<file path="config.mk">
export PLATFORM = sky130hd
export DESIGN_NAME = store_merge_unit
export DESIGN_NICKNAME = d
export VERILOG_FILES = /design/src/rtl/store_merge_unit.sv
export SDC_FILE = /design/constraint.sdc
export NUM_CORES = 1
export LEC_CHECK = 0
export ABC_AREA = 1
export BUFFER_PORTS_ARGS = -buffer_cell sky130_fd_sc_hd__buf_2
export CAP_MARGIN = 30
export CORE_UTILIZATION = 45
export DETAILED_ROUTE_END_ITERATION = 8
export PLACE_DENSITY_LB_ADDON = 0.05
export SETUP_SLACK_MARGIN = 0.02
export SYNTH_ARGS = -nofsm -noshare
export SYNTH_HDL_FRONTEND = slang
export SYNTH_SLANG_ARGS = --single-unit
</file>
<file path="constraint.sdc">
create_clock -name clk -period 1.65 [get_ports clk]
set_clock_uncertainty 0.05 [all_clocks]
set_input_delay 0.495 -clock clk [delete_from_list [all_inputs] [get_ports clk]]
set_output_delay 0.495 -clock clk [all_outputs]
set_load 0.01 [all_outputs]
</file>
<file path="src/rtl/store_merge_unit.sv">
// store_merge_unit
//   Store path into a word-wide data memory that has no byte enables.
//   A full-word store is written straight through. A byte or halfword store
//   is a read-modify-write: the containing word is read, the addressed lane
//   is merged in, and the word is written back.
//
// Ports
//   clk, rst_n             clock, asynchronous active-low reset
//   req_valid / req_ready  store request handshake (ready only in IDLE)
//   req_addr               byte address
//   req_data               store data (low byte/halfword used for SB/SH)
//   req_size               00 SW, 01 SH, 10 SB, 11 illegal
//   mem_addr               word-aligned memory address
//   mem_rd_en / mem_rdata  read strobe; data returns one cycle later
//   mem_wr_en / mem_wdata  write strobe and data
//   done                   one-cycle pulse when the store has been written
//   misaligned             one-cycle pulse when a request was rejected
module store_merge_unit #(
   parameter int ADDR_W = 32
) (
   input  logic              clk,
   input  logic              rst_n,
   input  logic              req_valid,
   output logic              req_ready,
   input  logic [ADDR_W-1:0] req_addr,
   input  logic [31:0]       req_data,
   input  logic [1:0]        req_size,
   output logic [ADDR_W-1:0] mem_addr,
   output logic              mem_rd_en,
   input  logic [31:0]       mem_rdata,
   output logic              mem_wr_en,
   output logic [31:0]       mem_wdata,
   output logic              done,
   output logic              misaligned
);

   localparam int          NUM_LANES = 4;
   localparam logic [1:0]  SZ_W      = 2'b00;
   localparam logic [1:0]  SZ_H      = 2'b01;
   localparam logic [1:0]  SZ_B      = 2'b10;

   typedef enum logic [1:0] {IDLE, READ, WAIT, WRITE} state_t;

   state_t                 state_q, state_d;
   logic [1:0]             off_q, off_d;
   logic [1:0]             size_q, size_d;
   logic [31:0]            data_q, data_d;
   logic [ADDR_W-1:0]      addr_d;
   logic [31:0]            wdata_d;
   logic                   rd_d, wr_d, done_d, mis_d;
   logic                   bad_req;

   logic [NUM_LANES-1:0]        lane_en;
   logic [NUM_LANES-1:0][7:0]   merged;

   assign req_ready = (state_q == IDLE);

   // Rejected without touching memory: illegal size, odd halfword,
   // or a word that is not 4-byte aligned. Bytes are never misaligned.
   assign bad_req = (req_size == 2'b11) ||
                    ((req_size == SZ_H) && req_addr[0]) ||
                    ((req_size == SZ_W) && (req_addr[1:0] != 2'b00));

   // Lanes overwritten by the latched sub-word store.
   always_comb begin
      lane_en = '0;
      if (size_q == SZ_B)
         lane_en = 4'b0001 << off_q;
      else if (size_q == SZ_H)
         lane_en = off_q[1] ? 4'b1100 : 4'b0011;
   end

   // Per-byte merge of the read word. A byte store replicates data[7:0]
   // to every lane candidate; a halfword store feeds data[15:8] to the odd
   // lanes and data[7:0] to the even lanes, and lane_en picks the target.
   for (genvar i = 0; i < NUM_LANES; i++) begin : g_lane
      localparam int HB = i % 2;
      logic [7:0] src;
      always_comb begin
         src = (size_q == SZ_B) ? data_q[7:0] : data_q[8*HB +: 8];
         merged[i] = lane_en[i] ? src : mem_rdata[8*i +: 8];
      end
   end

   always_comb begin
      state_d = state_q;
      off_d   = off_q;
      size_d  = size_q;
      data_d  = data_q;
      addr_d  = mem_addr;
      wdata_d = mem_wdata;
      rd_d    = 1'b0;
      wr_d    = 1'b0;
      done_d  = 1'b0;
      mis_d   = 1'b0;
      case (state_q)
         IDLE: begin
            if (req_valid) begin
               if (bad_req) begin
                  mis_d = 1'b1;
               end else begin
                  addr_d = {req_addr[ADDR_W-1:2], 2'b00};
                  off_d  = req_addr[1:0];
                  size_d = req_size;
                  data_d = req_data;
                  if (req_size == SZ_W) begin
                     // Full word: no read needed, write on the next cycle.
                     state_d = WRITE;
                     wdata_d = req_data;
                     wr_d    = 1'b1;
                     done_d  = 1'b1;
                  end else begin
                     state_d = READ;
                     rd_d    = 1'b1;
                  end
               end
            end
         end
         // mem_rd_en is high during READ; read data arrives during WAIT.
         READ:  state_d = WAIT;
         WAIT: begin
            state_d = WRITE;
            wdata_d = merged;
            wr_d    = 1'b1;
            done_d  = 1'b1;
         end
         WRITE: state_d = IDLE;
         default: state_d = IDLE;
      endcase
   end

   always_ff @(posedge clk or negedge rst_n) begin
      if (!rst_n) begin
         state_q    <= IDLE;
         off_q      <= '0;
         size_q     <= '0;
         data_q     <= '0;
         mem_addr   <= '0;
         mem_wdata  <= '0;
         mem_rd_en  <= 1'b0;
         mem_wr_en  <= 1'b0;
         done       <= 1'b0;
         misaligned <= 1'b0;
      end else begin
         state_q    <= state_d;
         off_q      <= off_d;
         size_q     <= size_d;
         data_q     <= data_d;
         mem_addr   <= addr_d;
         mem_wdata  <= wdata_d;
         mem_rd_en  <= rd_d;
         mem_wr_en  <= wr_d;
         done       <= done_d;
         misaligned <= mis_d;
      end
   end

endmodule

</file>
==> results of run 1 <==
kinds of logic after synthesis:
family | count (synthesis)
simple gates | 400
buf+inv | 89
flops | 87
compound gates | 48
fa+ha+maj | 2
other cells | 1
cells in the mapped netlist (6+ instances only):
| library cell | number | area share |
|---|---|---|
| sky130_fd_sc_hd__nand3b_1 | 16 | 0.026 |
| sky130_fd_sc_hd__a21oi_1 | 32 | 0.035 |
| sky130_fd_sc_hd__clkbuf_1 | 6 | 0.0049 |
| sky130_fd_sc_hd__inv_1 | 47 | 0.038 |
| sky130_fd_sc_hd__buf_2 | 17 | 0.019 |
| sky130_fd_sc_hd__dfrtp_1 | 87 | 0.47 |
| sky130_fd_sc_hd__nand2_1 | 163 | 0.13 |
| sky130_fd_sc_hd__buf_4 | 7 | 0.011 |
| sky130_fd_sc_hd__nand2_2 | 6 | 0.0082 |
| sky130_fd_sc_hd__nand3_1 | 96 | 0.10 |
| sky130_fd_sc_hd__nor2_1 | 111 | 0.091 |
| sky130_fd_sc_hd__o21ai_0 | 13 | 0.014 |
per-layer routing:
| layer | routed length (um) | vias up | share of wire |
|---|---|---|---|
| li1 | - | 2308 | - |
| met1 | 5580 | 2034 | 0.45 |
| met2 | 5730 | 158 | 0.47 |
| met3 | 856 | 12 | 0.070 |
| met4 | 131 | 0 | 0.011 |
| met5 | 0 | - | 0 |
where the power goes:
part           internal, mW  total, mW  switching [mW]
registers              3.17       3.85           0.679
logic                  2.46       6.12            3.66
clock network         0.658       1.41           0.754
total                  6.29       11.4            5.09
flip-flops by register name, summed over array words and instances, names as in the netlist:
register,cells
mem_wdata,32
mem_addr,30
data_q,16
off_q,2
size_q,2
state_q,2
done,1
mem_rd_en,1
misaligned,1
through the flow:
step,cells,hold slack [ns]
floorplan,628,0.149
global placement,913,0.257
detailed placement,913,0.256
CTS,931,0.302
global route,931,0.315
finish,931,0.315
what timing repair did:
item,in CTS,in global routing
setup buffers,2,0
hold buffers,1,0
gates resized for setup,5,10
endpoints found under the hold margin,2,0
endpoints found under the setup margin,3,35
pin swaps,1,1
worst paths after layout:
kind                                             endpoint  slack (ns)  cells after the start
min in group asynchronous       mem_wdata[26]$_DFFE_PN0P_        0.43                      2
worst min-delay path             mem_addr[10]$_DFFE_PN0P_        0.31                      3
worst max-delay path                            req_ready        0.03                      3
max in group asynchronous             mem_rd_en$_DFF_PN0_        0.68                      3
worst max register to register   mem_wdata[8]$_DFFE_PN0P_        0.08                      8
worst min register to register    mem_addr[6]$_DFFE_PN0P_        0.42                      2
layout make-up:
cell class / count / share of cell area
clock buffers: 12 / 0.0278
multi-input cells: 452 / 0.345
flip-flops and latches: 87 / 0.367
clock inverters: 3 / 0.00295
well taps: 133 / 0.0280
inverters: 52 / 0.0333
repair buffers: 192 / 0.197
worst min-delay path, cell delays in order:
cell	delay (ns)
sky130_fd_sc_hd__buf_2	0.07
sky130_fd_sc_hd__nand3_1	0.06
sky130_fd_sc_hd__nand2_1	0.06
==> report_table.html, run 1 <==
<table>
<tr><th>Metric</th><th>Value</th></tr>
<tr><th colspan="2">Min path</th></tr>
<tr><td>Worst Min Path Start</td><td>req_addr[10]</td></tr>
<tr><td>Class of the tightest hold or removal check</td><td>input pin to register</td></tr>
<tr><th colspan="2">GRT</th></tr>
<tr><td>Largest net degree at the start of global routing</td><td>45</td></tr>
<tr><td>Global-route total usage across every layer</td><td>0.234</td></tr>
<tr><td>Final global-route overflow total</td><td>0</td></tr>
<tr><td>Met3 routing resource usage after global routing</td><td>0.0427</td></tr>
<tr><td>Met2 capacity usage during global routing</td><td>0.373</td></tr>
<tr><td>Most used routing layer</td><td>met2</td></tr>
<tr><td>Vias in the first global route</td><td>4065</td></tr>
<tr><td>Antenna violations before repair</td><td>0</td></tr>
<tr><td>M1 GR Usage</td><td>0.320</td></tr>
<tr><td>Global-route wire length before repair</td><td>19000 um</td></tr>
<tr><th colspan="2">Cells and area</th></tr>
<tr><td>Final design instance area without fill</td><td>5940 um2</td></tr>
<tr><td>Most used cells in the layout excluding fill and tap cells</td><td>165 x sky130_fd_sc_hd__buf_2, 163 x sky130_fd_sc_hd__nand2_1, 106 x sky130_fd_sc_hd__nor2_1</td></tr>
<tr><td>Commonest non-fill, non-tap cell in the layout</td><td>sky130_fd_sc_hd__buf_2</td></tr>
<tr><td>Growth of design area from synthesis to finish</td><td>29.5%</td></tr>
<tr><td>Number of nets in the finished design</td><td>897</td></tr>
<tr><td># fillers</td><td>954</td></tr>
<tr><td>Util after Layout</td><td>0.605</td></tr>
<tr><td>Area of the multi-input gates</td><td>2050 um2</td></tr>
<tr><td>Area taken by flip-flops and latches</td><td>2180 um2</td></tr>
<tr><td>ANT cells</td><td>0</td></tr>
<tr><td>Share of final-layout standard cells stronger than drive strength 1</td><td>0.292</td></tr>
<tr><th colspan="2">Yosys</th></tr>
<tr><td>Netlist area before placement</td><td>4590 um2</td></tr>
<tr><td>Multiplexer share of the synthesized area</td><td>0</td></tr>
<tr><td>Register bit total from synthesis</td><td>87</td></tr>
<tr><td>Count of distinct cell types in the synthesized netlist</td><td>25</td></tr>
<tr><td>Main combinational cell family by area after synthesis</td><td>simple AND/OR/NAND/NOR gates</td></tr>
<tr><td>Total number of yosys warnings</td><td>0</td></tr>
<tr><td>EDFF count, synth</td><td>0</td></tr>
<tr><td>Commonest register cell after synthesis</td><td>sky130_fd_sc_hd__dfrtp_1</td></tr>
<tr><td>Share of synthesized area occupied by flip-flops and latches</td><td>0.475</td></tr>
<tr><td>Avg Synthesized Cell Area</td><td>7.32 um2</td></tr>
<tr><td>Synthesized-area fraction occupied by and/or/nand/nor cells</td><td>0.379</td></tr>
<tr><td>Share of flip-flops with an asynchronous set or reset after synthesis</td><td>1.00</td></tr>
<tr><td>Fraction of the mapped netlist area in adder cells</td><td>0.00545</td></tr>
<tr><td>Gate count of the mapped netlist</td><td>627</td></tr>
<tr><td>Post-synthesis share of cell area spent on xor and xnor gates</td><td>0</td></tr>
<tr><td>Compound-Gate Fraction of Synth Area</td><td>0.0543</td></tr>
<tr><th colspan="2">STA</th></tr>
<tr><td>Hold Fails Final Rpt</td><td>0</td></tr>
<tr><td>Tcrit/Tclk final</td><td>0.984</td></tr>
<tr><td>Least setup slack across all paths after layout</td><td>0.0269 ns</td></tr>
<tr><td>Post-Route Setup TNS</td><td>0 ns</td></tr>
<tr><td>Unrepaired setup endpoints after global routing</td><td>true</td></tr>
<tr><td>Number of failing setup endpoints in the final timing report</td><td>0</td></tr>
<tr><td>Max Slew Vio Count</td><td>0</td></tr>
<tr><td>Clock period minus final worst setup slack</td><td>1.62 ns</td></tr>
<tr><td>Timing-limited maximum frequency</td><td>616 MHz</td></tr>
<tr><th colspan="2">Floorplanning</th></tr>
<tr><td>CORE AREA</td><td>9820 um2</td></tr>
<tr><td>Die width</td><td>103 um</td></tr>
<tr><td>Total number of placement rows</td><td>36</td></tr>
<tr><td>Area of the die</td><td>10600 um2</td></tr>
<tr><td>Starting Density</td><td>0.467</td></tr>
<tr><td>Die Ht</td><td>103 um</td></tr>
<tr><td>I/O pins</td><td>170</td></tr>
<tr><th colspan="2">Routing</th></tr>
<tr><td>Number of detailed-route iterations in the first pass</td><td>7</td></tr>
<tr><td>Antenna Nets Post-Route</td><td>0</td></tr>
<tr><td>Average routed wire per standard cell</td><td>13.2 um</td></tr>
<tr><td>DR DRC count</td><td>0</td></tr>
<tr><td>Routed vias</td><td>4512</td></tr>
<tr><td>Via-to-Cell Ratio</td><td>4.85</td></tr>
<tr><td>Starting DRC count in detailed routing</td><td>197</td></tr>
<tr><td>Post-Route WL</td><td>12300 um</td></tr>
<tr><th colspan="2">Setup path</th></tr>
<tr><td>Worst setup path category</td><td>register to output port</td></tr>
<tr><td>Setup crit end kind</td><td>output port</td></tr>
<tr><td>Chain of cells forming the critical path</td><td>inv_2 &gt; ha_4 &gt; buf_6</td></tr>
<tr><td>Critical path peak fanout</td><td>2</td></tr>
<tr><td>Type of element launching the critical path</td><td>register</td></tr>
<tr><td>Gate family responsible for the most delay along the worst path</td><td>flip-flops</td></tr>
<tr><td>Worst Path Buf+Inv</td><td>2</td></tr>
<tr><td>Timing startpoint of the critical path</td><td>state_q[1]$_DFFE_PN0P_</td></tr>
<tr><td>Longest individual stage delay on the worst path</td><td>0.40 ns</td></tr>
<tr><td>Critical-path cell with the highest stage delay</td><td>sky130_fd_sc_hd__dfrtp_1</td></tr>
<tr><td>Crit path DAT</td><td>1.08 ns</td></tr>
<tr><td>Worst EP required</td><td>1.10 ns</td></tr>
<tr><td>Launch instance of the worst register-to-register path</td><td>state_q[0]$_DFFE_PN0P_</td></tr>
<tr><th colspan="2">Power and ir drop</th></tr>
<tr><td>Power density over the cells</td><td>1910 nW/um2</td></tr>
<tr><td>Worst IR drop on VDD</td><td>0.000829 V</td></tr>
<tr><td>Pleak</td><td>3.27 nW</td></tr>
<tr><td>Design Power</td><td>11.4 mW</td></tr>
<tr><th colspan="2">Clocking</th></tr>
<tr><td>Clock network latency to the later pin of the worst-skew pair</td><td>0.36 ns</td></tr>
<tr><td>Clock-pin slew on the worst setup and hold paths</td><td>0.08 ns</td></tr>
<tr><td>CTS tree</td><td>built</td></tr>
<tr><td>CTS H-Tree Depth</td><td>3</td></tr>
<tr><td>Total number of clock tree sinks</td><td>87</td></tr>
<tr><td>CTS root buffer</td><td>sky130_fd_sc_hd__clkbuf_8</td></tr>
<tr><td>CTS Buf Count</td><td>9</td></tr>
<tr><td>Largest buffer count on any clock path</td><td>2</td></tr>
<tr><th colspan="2">Run status</th></tr>
<tr><td>Status</td><td>finished clean</td></tr>
<tr><th colspan="2">Placement</th></tr>
<tr><td>Post-placement worst setup slack</td><td>0.000602 ns</td></tr>
<tr><td>PortBufs</td><td>167</td></tr>
<tr><td>Post-place instance area</td><td>5690 um2</td></tr>
<tr><td>DP Wirelength</td><td>8840 um</td></tr>
<tr><td>Routability Congestion</td><td>0.848</td></tr>
<tr><th colspan="2">Flow run</th></tr>
<tr><td>Max-cap viol count</td><td>0</td></tr>
</table>
(Power assumes the default switching activity.)
==> inputs of run 2 (changes only) <==
CORE_ASPECT_RATIO = 0.75   (was default)
CTS_CLUSTER_DIAMETER = 40   (was default)
==> report_table.html, run 2 (synthesis gave the netlist of run 1 again) <==
<table>
<tr><th>Metric</th><th>Value</th></tr>
<tr><th colspan="2">Setup path</th></tr>
<tr><td>Critical path peak fanout</td><td>2</td></tr>
<tr><td>Type of element launching the critical path</td><td>register</td></tr>
<tr><td>Setup crit end kind</td><td>output port</td></tr>
<tr><td>Worst setup path category</td><td>register to output port</td></tr>
<tr><td>Endpoint of the worst register-to-register path</td><td>mem_wdata[19]$_DFFE_PN0P_</td></tr>
<tr><td>Setup slack on the worst flop-to-flop path</td><td>0 ns</td></tr>
<tr><td>Launch instance of the worst register-to-register path</td><td>state_q[1]$_DFFE_PN0P_</td></tr>
<tr><td>Timing startpoint of the critical path</td><td>state_q[1]$_DFFE_PN0P_</td></tr>
<tr><td>Number of cell instances on the worst register-to-register path</td><td>9</td></tr>
<tr><td>Crit path DAT</td><td>1.14 ns</td></tr>
<tr><td>Destination of the critical timing path</td><td>req_ready</td></tr>
<tr><td>Worst EP required</td><td>1.10 ns</td></tr>
<tr><th colspan="2">STA</th></tr>
<tr><td>Timing-limited maximum frequency</td><td>595 MHz</td></tr>
<tr><td>Max Slew Vio Count</td><td>0</td></tr>
<tr><td>Hold Fails Final Rpt</td><td>0</td></tr>
<tr><td>Number of failing setup endpoints in the final timing report</td><td>1</td></tr>
<tr><td>Least setup slack across all paths after layout</td><td>-0.0309 ns</td></tr>
<tr><td>Tcrit/Tclk final</td><td>1.02</td></tr>
<tr><td>Unrepaired setup endpoints after global routing</td><td>true</td></tr>
<tr><td>Clock period minus final worst setup slack</td><td>1.68 ns</td></tr>
<tr><td>Post-Route Setup TNS</td><td>-0.0309 ns</td></tr>
<tr><th colspan="2">Cells and area</th></tr>
<tr><td>Share of final-layout standard cells stronger than drive strength 1</td><td>0.291</td></tr>
<tr><td>ANT cells</td><td>0</td></tr>
<tr><td>Area taken by flip-flops and latches</td><td>2180 um2</td></tr>
<tr><td>Registers with the highest flip-flop counts</td><td>mem_wdata: 32 flops, mem_addr: 30 flops, data_q: 16 flops</td></tr>
<tr><td>Register with the most flip-flops</td><td>mem_wdata</td></tr>
<tr><td>Final design instance area without fill</td><td>6030 um2</td></tr>
<tr><td>Area of the multi-input gates</td><td>2040 um2</td></tr>
<tr><td>Flip-flop count of the largest register, all copies and words added</td><td>32</td></tr>
<tr><td>Number of nets in the finished design</td><td>900</td></tr>
<tr><td>Growth of design area from synthesis to finish</td><td>31.4%</td></tr>
<tr><td>Util after Layout</td><td>0.617</td></tr>
<tr><td>Number of standard cells in the layout, taps in and fillers out</td><td>934</td></tr>
<tr><td>Commonest non-fill, non-tap cell in the layout</td><td>sky130_fd_sc_hd__buf_2</td></tr>
<tr><td>Most used cells in the layout excluding fill and tap cells</td><td>165 x sky130_fd_sc_hd__buf_2, 163 x sky130_fd_sc_hd__nand2_1, 110 x sky130_fd_sc_hd__nor2_1</td></tr>
<tr><td># fillers</td><td>928</td></tr>
<tr><th colspan="2">Routing</th></tr>
<tr><td>Average routed wire per standard cell</td><td>13.7 um</td></tr>
<tr><td>Routed vias</td><td>4685</td></tr>
<tr><td>Starting DRC count in detailed routing</td><td>272</td></tr>
<tr><td>Via-to-Cell Ratio</td><td>5.02</td></tr>
<tr><td>Number of detailed-route iterations in the first pass</td><td>5</td></tr>
<tr><td>Antenna Nets Post-Route</td><td>0</td></tr>
<tr><td>Post-Route WL</td><td>12800 um</td></tr>
<tr><td>DR DRC count</td><td>0</td></tr>
<tr><th colspan="2">Clocking</th></tr>
<tr><td>CTS H-Tree Depth</td><td>3</td></tr>
<tr><td>CTS root buffer</td><td>sky130_fd_sc_hd__clkbuf_16</td></tr>
<tr><td>CTS tree</td><td>built</td></tr>
<tr><td>Clock network latency to the later pin of the worst-skew pair</td><td>0.33 ns</td></tr>
<tr><td>Largest buffer count on any clock path</td><td>2</td></tr>
<tr><td>Total number of clock tree sinks</td><td>87</td></tr>
<tr><td>Quantity of hold-fixing buffers added after cts</td><td>0</td></tr>
<tr><td>Clock-pin slew on the worst setup and hold paths</td><td>0.06 ns</td></tr>
<tr><td>CTS Buf Count</td><td>9</td></tr>
<tr><th colspan="2">GRT</th></tr>
<tr><td>Largest net degree at the start of global routing</td><td>88</td></tr>
<tr><td>Vias in the first global route</td><td>4476</td></tr>
<tr><td>Antenna violations before repair</td><td>0</td></tr>
<tr><td>Global-route total usage across every layer</td><td>0.252</td></tr>
<tr><td>Global-route wire length before repair</td><td>20900 um</td></tr>
<tr><td>Final global-route overflow total</td><td>0</td></tr>
<tr><th colspan="2">Flow run</th></tr>
<tr><td>Max-cap viol count</td><td>0</td></tr>
<tr><th colspan="2">Min path</th></tr>
<tr><td>Class of the tightest hold or removal check</td><td>input pin to asynchronous set/reset pin</td></tr>
<tr><th colspan="2">Floorplanning</th></tr>
<tr><td>Starting Density</td><td>0.469</td></tr>
<tr><td>Die width</td><td>119 um</td></tr>
<tr><td>CORE AREA</td><td>9770 um2</td></tr>
<tr><td>Total number of placement rows</td><td>31</td></tr>
<tr><td>Area of the die</td><td>10600 um2</td></tr>
<tr><td>I/O pins</td><td>170</td></tr>
<tr><td>Die Ht</td><td>89.4 um</td></tr>
<tr><th colspan="2">Placement</th></tr>
<tr><td>DP Wirelength</td><td>9200 um</td></tr>
<tr><td>Post-place instance area</td><td>5670 um2</td></tr>
<tr><td>Post-placement worst setup slack</td><td>-0.0239 ns</td></tr>
<tr><td>PortBufs</td><td>167</td></tr>
<tr><td>Count of placed standard cells including taps</td><td>915</td></tr>
<tr><td>Routability Congestion</td><td>0.884</td></tr>
<tr><th colspan="2">Power and ir drop</th></tr>
<tr><td>Power density over the cells</td><td>2000 nW/um2</td></tr>
<tr><td>Worst IR drop on VDD</td><td>0.000804 V</td></tr>
<tr><td>Pleak</td><td>3.33 nW</td></tr>
<tr><th colspan="2">Run status</th></tr>
<tr><td>Status</td><td>finished with violations</td></tr>
<tr><td>Violations in the final reports</td><td>setup timing</td></tr>
</table>
run 2: changes by cell type in the layout (fill, tap and decap cells not counted), sizes merged:
cell	previous run	this run
buf	191	195
bufinv	0	1
clkbuf	12	9
clkinv	2	3
clkinvlp	1	2
dlygate4sd3	1	0
inv	52	53
run 2: worst min-delay path by stage:
stage	startpoint	depth (start not counted)	slack (ns)	endpoint
finish	rst_n	2	0.12	mem_addr[10]$_DFFE_PN0P_
global route	rst_n	2	0.15	mem_addr[5]$_DFFE_PN0P_
CTS	rst_n	2	0.17	mem_addr[10]$_DFFE_PN0P_
detailed placement	mem_addr[14]$_DFFE_PN0P_	2	0.40	mem_addr[14]$_DFFE_PN0P_
global placement	mem_addr[5]$_DFFE_PN0P_	2	0.40	mem_addr[5]$_DFFE_PN0P_
floorplan	rst_n	0	0.15	data_q[0]$_DFFE_PN0P_
run 2: cell type report:
| cell class | count | share of cell area |
|---|---|---|
| inverters | 52 | 0.0328 |
| well taps | 132 | 0.0274 |
| flip-flops and latches | 87 | 0.361 |
| multi-input cells | 452 | 0.339 |
| repair buffers | 195 | 0.191 |
| clock inverters | 7 | 0.0120 |
| clock buffers | 9 | 0.0373 |
run 2: repair_timing:
action                                  4_1_cts  5_1_grt
setup buffers                                 3        0
pin swaps                                     1        0
gates resized for setup                       5        6
endpoints found under the setup margin        1       32
run 2: report_power, final:
part | switching, mW | internal (mW)
clock network | 0.859 | 1.18
registers | 0.674 | 3.17
logic | 3.68 | 2.47
run 2: worst max-delay path: stages (launching register included):
cell and delay, ns:
sky130_fd_sc_hd__dfrtp_1 0.36, sky130_fd_sc_hd__inv_2 0.06, sky130_fd_sc_hd__ha_4 0.16, sky130_fd_sc_hd__buf_12 0.12
sky130_fd_sc_hd__buf_6 0.11
run 2: metal layers:
metal	global-route usage	wire length, um	part of all wire	up-vias
met2	0.416	5860	0.46	171
met1	0.331	5850	0.46	2179
met4	0.0852	189	0.015	0
met5	0	0	0	-
met3	0.0599	857	0.067	23
li1	-	-	-	2312
run 2: per-stage QoR:
step | hold slack (ns) | power, mW
final | 0.122 | 12.0
after global routing | 0.153 | 13.1
after CTS | 0.165 | 12.1
after detailed placement | 0.404 | 9.85
after global placement | 0.398 | 9.68
after floorplan | 0.149 | 7.55
==> inputs of run 3 (changes only) <==
--- a/config.mk
+++ b/config.mk
@@ -8,5 +8,4 @@
 export ABC_AREA = 1
 export BUFFER_PORTS_ARGS = -buffer_cell sky130_fd_sc_hd__buf_2
-export CAP_MARGIN = 30
 export CORE_ASPECT_RATIO = 0.75
 export CORE_UTILIZATION = 45
--- a/constraint.sdc
+++ b/constraint.sdc
@@ -3,3 +3,3 @@
 set_input_delay 0.495 -clock clk [delete_from_list [all_inputs] [get_ports clk]]
 set_output_delay 0.495 -clock clk [all_outputs]
-set_load 0.01 [all_outputs]
+set_load 0.02 [all_outputs]
==> report_table.html, run 3 (synthesis gave the netlist of run 1 again) <==
<table>
<tr><th>Metric</th><th>Value</th></tr>
<tr><th colspan="2">Run status</th></tr>
<tr><td>Status</td><td>finished clean</td></tr>
<tr><th colspan="2">Clocking</th></tr>
<tr><td>Total number of clock tree sinks</td><td>87</td></tr>
<tr><td>Quantity of hold-fixing buffers added after cts</td><td>0</td></tr>
<tr><td>CTS root buffer</td><td>sky130_fd_sc_hd__clkbuf_16</td></tr>
<tr><td>Clock-pin slew on the worst setup and hold paths</td><td>0.06 ns</td></tr>
<tr><td>CTS tree</td><td>built</td></tr>
<tr><td>CTS H-Tree Depth</td><td>3</td></tr>
<tr><td>Clock network latency to the later pin of the worst-skew pair</td><td>0.34 ns</td></tr>
<tr><td>Largest buffer count on any clock path</td><td>2</td></tr>
<tr><td>CTS Buf Count</td><td>9</td></tr>
<tr><th colspan="2">Floorplanning</th></tr>
<tr><td>Total number of placement rows</td><td>31</td></tr>
<tr><td>Area of the die</td><td>10600 um2</td></tr>
<tr><td>I/O pins</td><td>170</td></tr>
<tr><td>Die Ht</td><td>89.4 um</td></tr>
<tr><td>Starting Density</td><td>0.469</td></tr>
<tr><td>Die width</td><td>119 um</td></tr>
<tr><td>CORE AREA</td><td>9770 um2</td></tr>
<tr><th colspan="2">Placement</th></tr>
<tr><td>Count of placed standard cells including taps</td><td>916</td></tr>
<tr><td>Post-place instance area</td><td>5690 um2</td></tr>
<tr><td>PortBufs</td><td>167</td></tr>
<tr><td>Routability Congestion</td><td>0.838</td></tr>
<tr><td>DP Wirelength</td><td>9180 um</td></tr>
<tr><th colspan="2">Cells and area</th></tr>
<tr><td>Commonest non-fill, non-tap cell in the layout</td><td>sky130_fd_sc_hd__buf_2</td></tr>
<tr><td>Register with the most flip-flops</td><td>mem_wdata</td></tr>
<tr><td>Registers with the highest flip-flop counts</td><td>mem_wdata: 32 flops, mem_addr: 30 flops, data_q: 16 flops</td></tr>
<tr><td>Flip-flop count of the largest register, all copies and words added</td><td>32</td></tr>
<tr><td># fillers</td><td>900</td></tr>
<tr><td>Final design instance area without fill</td><td>6080 um2</td></tr>
<tr><td>Area taken by flip-flops and latches</td><td>2180 um2</td></tr>
<tr><td>Most used cells in the layout excluding fill and tap cells</td><td>165 x sky130_fd_sc_hd__buf_2, 161 x sky130_fd_sc_hd__nand2_1, 110 x sky130_fd_sc_hd__nor2_1</td></tr>
<tr><td>Share of final-layout standard cells stronger than drive strength 1</td><td>0.295</td></tr>
<tr><td>Number of standard cells in the layout, taps in and fillers out</td><td>933</td></tr>
<tr><td>ANT cells</td><td>0</td></tr>
<tr><td>Area of the multi-input gates</td><td>2060 um2</td></tr>
<tr><td>Number of nets in the finished design</td><td>899</td></tr>
<tr><td>Growth of design area from synthesis to finish</td><td>32.5%</td></tr>
<tr><th colspan="2">Setup path</th></tr>
<tr><td>Launch instance of the worst register-to-register path</td><td>state_q[1]$_DFFE_PN0P_</td></tr>
<tr><td>Longest individual stage delay on the worst path</td><td>0.39 ns</td></tr>
<tr><td>Total number of cells along the worst setup path</td><td>3</td></tr>
<tr><td>Critical-path cell with the highest stage delay</td><td>sky130_fd_sc_hd__dfrtp_1</td></tr>
<tr><td>Type of element launching the critical path</td><td>register</td></tr>
<tr><td>Critical path peak fanout</td><td>2</td></tr>
<tr><td>Timing startpoint of the critical path</td><td>state_q[1]$_DFFE_PN0P_</td></tr>
<tr><td>Number of cell instances on the worst register-to-register path</td><td>9</td></tr>
<tr><td>Worst setup path category</td><td>register to output port</td></tr>
<tr><td>Worst Path Buf+Inv</td><td>2</td></tr>
<tr><td>Crit path DAT</td><td>1.04 ns</td></tr>
<tr><td>Destination of the critical timing path</td><td>req_ready</td></tr>
<tr><td>Setup slack on the worst flop-to-flop path</td><td>0.13 ns</td></tr>
<tr><td>Gate family responsible for the most delay along the worst path</td><td>flip-flops</td></tr>
<tr><td>Setup crit end kind</td><td>output port</td></tr>
<tr><td>Chain of cells forming the critical path</td><td>inv_2 &gt; ha_4 &gt; buf_6</td></tr>
<tr><td>Endpoint of the worst register-to-register path</td><td>mem_wdata[3]$_DFFE_PN0P_</td></tr>
<tr><td>Worst EP required</td><td>1.10 ns</td></tr>
<tr><th colspan="2">Power and ir drop</th></tr>
<tr><td>Worst IR drop on VDD</td><td>0.00102 V</td></tr>
<tr><td>Pleak</td><td>3.36 nW</td></tr>
<tr><td>Power density over the cells</td><td>2100 nW/um2</td></tr>
<tr><th colspan="2">Routing</th></tr>
<tr><td>Routed vias</td><td>4710</td></tr>
<tr><td>Post-Route WL</td><td>12600 um</td></tr>
<tr><td>Average routed wire per standard cell</td><td>13.6 um</td></tr>
<tr><td>Antenna Nets Post-Route</td><td>0</td></tr>
<tr><td>Via-to-Cell Ratio</td><td>5.05</td></tr>
<tr><td>Number of detailed-route iterations in the first pass</td><td>5</td></tr>
<tr><td>DR DRC count</td><td>0</td></tr>
<tr><td>Starting DRC count in detailed routing</td><td>254</td></tr>
<tr><th colspan="2">STA</th></tr>
<tr><td>Unrepaired setup endpoints after global routing</td><td>true</td></tr>
<tr><td>Tcrit/Tclk final</td><td>0.963</td></tr>
<tr><td>Timing-limited maximum frequency</td><td>629 MHz</td></tr>
<tr><td>Number of failing setup endpoints in the final timing report</td><td>0</td></tr>
<tr><td>Max Slew Vio Count</td><td>0</td></tr>
<tr><td>Hold Fails Final Rpt</td><td>0</td></tr>
<tr><td>Clock period minus final worst setup slack</td><td>1.59 ns</td></tr>
<tr><th colspan="2">GRT</th></tr>
<tr><td>Largest net degree at the start of global routing</td><td>88</td></tr>
<tr><td>Global-route wire length before repair</td><td>20600 um</td></tr>
<tr><td>Antenna violations before repair</td><td>0</td></tr>
<tr><td>Final global-route overflow total</td><td>0</td></tr>
<tr><td>Vias in the first global route</td><td>4344</td></tr>
<tr><td>Global-route total usage across every layer</td><td>0.247</td></tr>
<tr><th colspan="2">Min path</th></tr>
<tr><td>Class of the tightest hold or removal check</td><td>input pin to asynchronous set/reset pin</td></tr>
<tr><th colspan="2">Flow run</th></tr>
<tr><td>Max-cap viol count</td><td>0</td></tr>
</table>
run 3: final cells by class:
class	count	area share
multi-input combinational	452	0.338
timing repair buffer	194	0.191
inverter	52	0.0325
sequential	87	0.358
tap	132	0.0272
clock inverter	4	0.00864
clock buffer	12	0.0438
run 3: repair_timing:
action	in CTS	in global routing
setup buffers	1	0
pin swaps	1	0
endpoints found under the hold margin	0	0
gates resized for setup	4	15
endpoints found under the setup margin	1	34
run 3: worst min path at each step:
| stage | from | end | cells past startpoint |
|---|---|---|---|
| finish | rst_n | mem_addr[10]$_DFFE_PN0P_ | 2 |
| global placement | mem_addr[6]$_DFFE_PN0P_ | mem_addr[6]$_DFFE_PN0P_ | 2 |
| detailed placement | mem_addr[25]$_DFFE_PN0P_ | mem_addr[25]$_DFFE_PN0P_ | 2 |
| CTS | rst_n | mem_addr[6]$_DFFE_PN0P_ | 2 |
| floorplan | rst_n | data_q[0]$_DFFE_PN0P_ | 0 |
| global route | rst_n | mem_addr[10]$_DFFE_PN0P_ | 2 |
run 3: report_power, final:
part	total [mW]	internal (mW)	switching (mW)	leakage (nW)
combinational	6.81	2.51	4.31	2.16
clock	2.13	1.30	0.835	0.159
sequential	3.83	3.17	0.655	1.04
run 3: routing by layer:
| metal | track usage | up-vias | share of wire |
|---|---|---|---|
| li1 | - | 2319 | - |
| met3 | 0.0568 | 21 | 0.073 |
| met2 | 0.404 | 187 | 0.45 |
| met4 | 0.0875 | 0 | 0.014 |
| met1 | 0.328 | 2183 | 0.46 |
| met5 | 0 | - | 0 |
run 3: metrics by stage:
| step | TNS (ns) | power, mW | util | worst slack, ns | hold slack (ns) |
|---|---|---|---|---|---|
| after floorplan | 0 | 8.15 | - | 0.0371 | 0.149 |
| after detailed placement | -0.257 | 10.5 | 0.582 | -0.0322 | 0.404 |
| after global placement | 0 | 10.4 | 0.582 | 0.0378 | 0.400 |
| final | 0 | 12.8 | 0.622 | 0.0607 | 0.136 |
| after global routing | -0.00689 | 13.8 | 0.622 | -0.00689 | 0.178 |
| after CTS | 0 | 12.7 | 0.617 | 0.0203 | 0.153 |
